## config.mk

```make
export PLATFORM = sky130hd
export DESIGN_NAME = pipe_adder_flat
export DESIGN_NICKNAME = d
export VERILOG_FILES = /design/src/rtl/pipe_adder_pkg.sv /design/src/rtl/pipe_adder_if.sv /design/src/rtl/pipe_adder_slice.sv /design/src/rtl/pipe_adder.sv /design/src/flat_wrapper.sv
export SDC_FILE = /design/constraint.sdc
export NUM_CORES = 1
export LEC_CHECK = 0
export BUFFER_PORTS_ARGS = -buffer_cell sky130_fd_sc_hd__buf_2
export CORE_UTILIZATION = 58
export DETAILED_ROUTE_END_ITERATION = 8
export GPL_TIMING_DRIVEN = 1
export HOLD_SLACK_MARGIN = 0.15
export MAX_ROUTING_LAYER = met4
export PLACE_DENSITY_LB_ADDON = 0.2
export SLEW_MARGIN = 5
export SYNTH_ARGS = -nofsm -noshare
export SYNTH_HDL_FRONTEND = slang
export SYNTH_HIERARCHICAL = 1
export SYNTH_SLANG_ARGS = --single-unit
```

## constraint.sdc

```tcl
create_clock -name clk -period 2.9 [get_ports clk]
set_clock_uncertainty 0.05 [all_clocks]
set_input_delay 0.435 -clock clk [delete_from_list [all_inputs] [get_ports clk]]
set_output_delay 0.435 -clock clk [all_outputs]
set_load 0.005 [all_outputs]
```

## src/rtl/pipe_adder_pkg.sv

```systemverilog
// Shared definitions for the pipelined adder: operation modes and the
// carry-chain slice width helper.
package adder_pkg;

    localparam logic ADD_OP = 1'b0;
    localparam logic SUB_OP = 1'b1;

    // Bits of the carry chain resolved by each pipeline stage.
    function automatic int slice_width(input int width, input int stages);
        return (stages > 0) ? width / stages : width;
    endfunction

endpackage

```

## src/rtl/pipe_adder_if.sv

```systemverilog
// Operation request / result channel of the pipelined adder.
// The master drives operations and accepts results; the slave is the adder.
interface pipe_adder_if #(
    parameter int WIDTH = 32
);

    logic             in_valid;
    logic             in_ready;
    logic [WIDTH-1:0] operand1;
    logic [WIDTH-1:0] operand2;
    logic             cin;
    logic             sub;
    logic             out_valid;
    logic             out_ready;
    logic [WIDTH-1:0] result;
    logic             cout;
    logic             overflow;

    modport master (
        output in_valid, operand1, operand2, cin, sub, out_ready,
        input  in_ready, out_valid, result, cout, overflow
    );

    modport slave (
        input  in_valid, operand1, operand2, cin, sub, out_ready,
        output in_ready, out_valid, result, cout, overflow
    );

endinterface

```

## src/rtl/pipe_adder_slice.sv

```systemverilog
// One C-bit slice of the pipelined carry chain plus its pipeline register.
// Word a carries finished sum bits below the slice and raw operand1 bits above.
module add_slice
    import adder_pkg::*;
#(
    parameter int WIDTH = 32,
    parameter int C     = 16,
    parameter int IDX   = 0,
    parameter bit LAST  = 1'b1
) (
    input  logic             clk,
    input  logic             resetn,
    input  logic             in_valid,
    output logic             in_ready,
    input  logic [WIDTH-1:0] in_a,
    input  logic [WIDTH-1:0] in_b,
    input  logic             in_carry,
    output logic             out_valid,
    input  logic             out_ready,
    output logic [WIDTH-1:0] out_a,
    output logic [WIDTH-1:0] out_b,
    output logic             out_carry,
    output logic             out_ovf
);

    logic [C:0]       sum;
    logic [WIDTH-1:0] a_next;
    logic             msb_carry;
    logic             ovf_next;
    logic             load;

    assign sum = {1'b0, in_a[IDX*C +: C]} + {1'b0, in_b[IDX*C +: C]} + {{C{1'b0}}, in_carry};

    always_comb begin
        // NOTE: assign the whole word before patching the slice so no bit is left unassigned (no latch).
        a_next             = in_a;
        a_next[IDX*C +: C] = sum[C-1:0];
    end

    // Only the top slice sees the MSB; carry into it is recovered from the sum bit.
    assign msb_carry = in_a[WIDTH-1] ^ in_b[WIDTH-1] ^ sum[C-1];
    assign ovf_next  = LAST && (msb_carry ^ sum[C]);

    // An empty stage, or one whose occupant leaves this cycle, can take new data.
    assign in_ready = !out_valid || out_ready;
    assign load     = in_valid && in_ready;

    always_ff @(posedge clk or negedge resetn) begin
        if (!resetn) begin
            out_valid <= 1'b0;
            out_a     <= '0;
            out_b     <= '0;
            out_carry <= 1'b0;
            out_ovf   <= 1'b0;
        end else begin
            // NOTE: non-blocking assignments so every stage samples pre-edge values of its neighbours.
            if (in_ready) begin
                out_valid <= in_valid;
            end
            if (load) begin
                out_a     <= a_next;
                out_b     <= in_b;
                out_carry <= sum[C];
                out_ovf   <= ovf_next;
            end
        end
    end

endmodule

```

## src/rtl/pipe_adder.sv

```systemverilog
// Pipelined adder/subtractor: the carry chain is split into STAGES slices,
// one per register, joined by a single combinational ready chain.
module pipe_adder
    import adder_pkg::*;
#(
    parameter int WIDTH  = 32,
    parameter int STAGES = 2
) (
    input  logic         clk,
    input  logic         resetn,
    pipe_adder_if.slave  bus
);

    localparam int C = slice_width(WIDTH, STAGES);

    if (STAGES < 1 || STAGES > 8 || (WIDTH % STAGES) != 0) begin : g_bad_params
        $error("pipe_adder: STAGES must be 1..8 and divide WIDTH");
    end

    // Subtract is a + ~b + ~borrow on the same adder.
    logic [WIDTH-1:0] b_eff;
    logic             carry_eff;

    assign b_eff     = (bus.sub == SUB_OP) ? ~bus.operand2 : bus.operand2;
    assign carry_eff = (bus.sub == ADD_OP) ? bus.cin : ~bus.cin;

    for (genvar k = 0; k < STAGES; k++) begin : g_stage
        logic             up_valid;
        logic [WIDTH-1:0] up_a;
        logic [WIDTH-1:0] up_b;
        logic             up_carry;
        logic             rdy;
        logic             dn_ready;
        logic             v;
        logic [WIDTH-1:0] a;
        logic [WIDTH-1:0] b;
        logic             c;
        logic             ov;

        if (k == 0) begin : g_head
            assign up_valid     = bus.in_valid;
            assign up_a         = bus.operand1;
            assign up_b         = b_eff;
            assign up_carry     = carry_eff;
            assign bus.in_ready = rdy;
        end else begin : g_body
            assign up_valid = g_stage[k-1].v;
            assign up_a     = g_stage[k-1].a;
            assign up_b     = g_stage[k-1].b;
            assign up_carry = g_stage[k-1].c;
        end

        if (k == STAGES - 1) begin : g_tail
            logic unused_tail;
            assign dn_ready      = bus.out_ready;
            assign bus.out_valid = v;
            assign bus.result    = a;
            assign bus.cout      = c;
            assign bus.overflow  = ov;
            assign unused_tail   = ^b;
        end else begin : g_link
            logic unused_ovf;
            assign dn_ready   = g_stage[k+1].rdy;
            assign unused_ovf = ov;
        end

        add_slice #(
            .WIDTH (WIDTH),
            .C     (C),
            .IDX   (k),
            .LAST  (k == STAGES - 1)
        ) u_slice (
            .clk       (clk),
            .resetn    (resetn),
            .in_valid  (up_valid),
            .in_ready  (rdy),
            .in_a      (up_a),
            .in_b      (up_b),
            .in_carry  (up_carry),
            .out_valid (v),
            .out_ready (dn_ready),
            .out_a     (a),
            .out_b     (b),
            .out_carry (c),
            .out_ovf   (ov)
        );
    end

endmodule

```

## src/flat_wrapper.sv

```systemverilog
// flat-port wrapper written by rule: the top's interface ports become plain ports
module pipe_adder_flat import adder_pkg::*;
#(
    parameter int WIDTH  = 32,
    parameter int STAGES = 2
)
  (clk, resetn, bus_in_valid, bus_operand1, bus_operand2, bus_cin, bus_sub, bus_out_ready, bus_in_ready, bus_out_valid, bus_result, bus_cout, bus_overflow);
  pipe_adder_if #(.WIDTH(WIDTH)) bus_i ();
  input  logic clk;
  input  logic resetn;
  input wire logic [$bits(bus_i.in_valid)-1:0] bus_in_valid;
  input wire logic [$bits(bus_i.operand1)-1:0] bus_operand1;
  input wire logic [$bits(bus_i.operand2)-1:0] bus_operand2;
  input wire logic [$bits(bus_i.cin)-1:0] bus_cin;
  input wire logic [$bits(bus_i.sub)-1:0] bus_sub;
  input wire logic [$bits(bus_i.out_ready)-1:0] bus_out_ready;
  output wire logic [$bits(bus_i.in_ready)-1:0] bus_in_ready;
  output wire logic [$bits(bus_i.out_valid)-1:0] bus_out_valid;
  output wire logic [$bits(bus_i.result)-1:0] bus_result;
  output wire logic [$bits(bus_i.cout)-1:0] bus_cout;
  output wire logic [$bits(bus_i.overflow)-1:0] bus_overflow;
  assign bus_i.in_valid = bus_in_valid;
  assign bus_i.operand1 = bus_operand1;
  assign bus_i.operand2 = bus_operand2;
  assign bus_i.cin = bus_cin;
  assign bus_i.sub = bus_sub;
  assign bus_i.out_ready = bus_out_ready;
  assign bus_in_ready = bus_i.in_ready;
  assign bus_out_valid = bus_i.out_valid;
  assign bus_result = bus_i.result;
  assign bus_cout = bus_i.cout;
  assign bus_overflow = bus_i.overflow;
  pipe_adder #(.WIDTH(WIDTH), .STAGES(STAGES)) u_core (.clk(clk), .resetn(resetn), .bus(bus_i));
endmodule
```

==> reports/qor.txt <==
outcome - completed
antenna-violating nets left - 0
Power Internal - 0.00286 W
CTS tree - done
worst min-delay path category - in2reg
Leak Pwr - 2.84 nW
Avg Inst Size Synth - 10.2 um^2
core box area - 8300 um^2
commonest cells after routing, fill and taps aside - nand2_1 (107), buf_2 (104), dfrtp_1 (85)
RSZ-0062 raised after global routing - no
vias - 3,904
Pre-antenna DRT Iters - 5
Initial Util - 0.605
wire per inst - 15.4 um
Cell Area, Synth - 5020 um^2
Slew @ Worst Pin - 0.925 ns
gpl congestion - 0.990
FF-to-FF path depth - 8
Worst Setup End Kind - flop
switching power - 0.00149 W
GR peak layer - met2
setup slack at placement - 0.0299 ns
vias in the first global route - 3,718
Max VDD drop - 0.000398 V
Max Slew Vio Count - 0
# Post-CTS Setup Buffers - 0
Final min period - 2.52 ns
Hold Crit Depth - 2
FMAX - 398 MHz
clock power share - 0.228
met2 usage - 0.396
CTS Sinks - 85
clk_lat worst skew - 0.35 ns
worst-path cell chain - buf_2 -> xor2_1 -> fa_2 -> fa_2 -> a21o_2 -> a221oi_4 -> nor2_1 -> a211oi_2 -> xor2_1 -> o21ai_1
# resized after CTS - 0
total grt overflow - 0
YS warnings - 6
Clock transition at path regs - 0.09 ns
M1 GR Usage - 0.369
GR met3 Demand/Resource - 0.0415
largest net degree at the start of global routing - 44
DP Area - 5620 um^2
Switching Fraction - 0.343
Final Net Count - 701
Routed WL - 10.9 mm
Ports - 106
Tot GR Track Use - 0.265
htree depth - 3
CTS buffer count - 9
relative slew slack - 0.383
synthesized instance count - 493
DIE HEIGHT - 95.0 um
root buf cell - clkbuf_8
ANT cells - 0
DRC errors left - 0
Final Setup Violations - 0
Fillers - 681
Slowest cell on crit path - fa_2
layout cells sized above 1 - 0.310
final worst-path cycle share - 0.867
die area - 9030 um^2
Startpoint Class - input pin
CTS Hold Buffers Added - 1
commonest non-fill, non-tap cell in the layout - nand2_1
Combinational Power Share - 0.379
initial antenna violation count - 0
required time worst endpoint - 3.09 ns
Setup WS post-layout - 0.385 ns
final hold violation count - 0
Die X - 95.0 um
crit-path max cell delay - 0.40 ns
Crit Path Class - in2reg
Vias per Instance - 5.54
critical path peak fanout - 4
max-cap violations - 0
DP HPWL - 8.23 mm
Seq pwr share - 0.393
Cell Rows - 33
Port Buffer Count - 105
Critical Path AT - 2.71 ns
area grow syn2layout - 16.9%
final instance area - 5870 um^2
DR iter-0 viols - 124
Power Density - 741 nW/um^2
syn nets - 597
Fin Setup TNS - 0 ns
Clock Tree Buf Depth - 2
first-pass GRT wire length - 17.8 mm
power by group through the flow:
stage                     combinational [W]  sequential, W  clock, W
after floorplan                     0.00109        0.00172         0
after global placement              0.00159        0.00172         0
after detailed placement            0.00163        0.00173         0
after CTS                           0.00164        0.00171   0.00102
after global routing                0.00185        0.00175   0.00107
final                               0.00165        0.00171  0.000993
flip-flops by register name (all words and copies together), names as in the netlist:
signal,count
u_core/g_stage.u_slice/out_a,64
u_core/g_stage.u_slice/out_b,16
u_core/g_stage.u_slice/out_carry,2
u_core/g_stage.u_slice/out_ovf,1
u_core/g_stage.u_slice/out_valid,2
final cells by class:
type                    count  area (um^2)  share of cell area
clock inverters             4         97.6              0.0166
well taps                 105          131              0.0224
repair buffers            117          646               0.110
multi-input cells         382         2720               0.464
flip-flops and latches     85         2130               0.362
clock buffers              10          138              0.0235
inverters                   2         7.51             0.00128
per-stage QoR:
step / instances / total power [W] / hold WS (ns) / util
global placement: 690 / 0.00330 / 0.393 / 0.678
floorplan: 493 / 0.00281 / 0.0894 / -
CTS: 705 / 0.00437 / 0.248 / 0.707
finish: 705 / 0.00435 / 0.261 / 0.707
detailed placement: 690 / 0.00337 / 0.399 / 0.678
global route: 705 / 0.00467 / 0.247 / 0.707
worst max-delay path, delay by kind of cell:
family	cells	cell delay, ns
AO/OA/AOI/OAI	4	0.90
XOR/XNOR	2	0.35
adder cells (fa/ha/maj)	2	0.76
buffers and inverters	1	0.13
AND/OR/NAND/NOR	1	0.12
metal layers:
layer	wire, um	up-vias
met5	0	-
met4	133	0
met3	565	15
met2	4990	126
met1	5190	1854
li1	-	1909
final timing paths:
| kind | start | end | slack (ns) |
|---|---|---|---|
| setup / recovery | bus_sub | u_core/g_stage[0].u_slice/out_a[14] | 0.38 |
| hold / removal | bus_operand1[23] | u_core/g_stage[0].u_slice/out_a[23] | 0.26 |
| setup reg to reg | u_core/g_stage[0].u_slice/out_a[16] | u_core/g_stage[1].u_slice/out_a[28] | 0.48 |
| hold reg to reg | u_core/g_stage[1].u_slice/out_a[17] | u_core/g_stage[1].u_slice/out_a[17] | 0.42 |
| max in group asynchronous | resetn | u_core/g_stage[0].u_slice/out_b[29] | 1.53 |
| min in group asynchronous | resetn | u_core/g_stage[1].u_slice/out_a[31] | 0.55 |
Note: power is estimated with default switching activity, not from simulation.
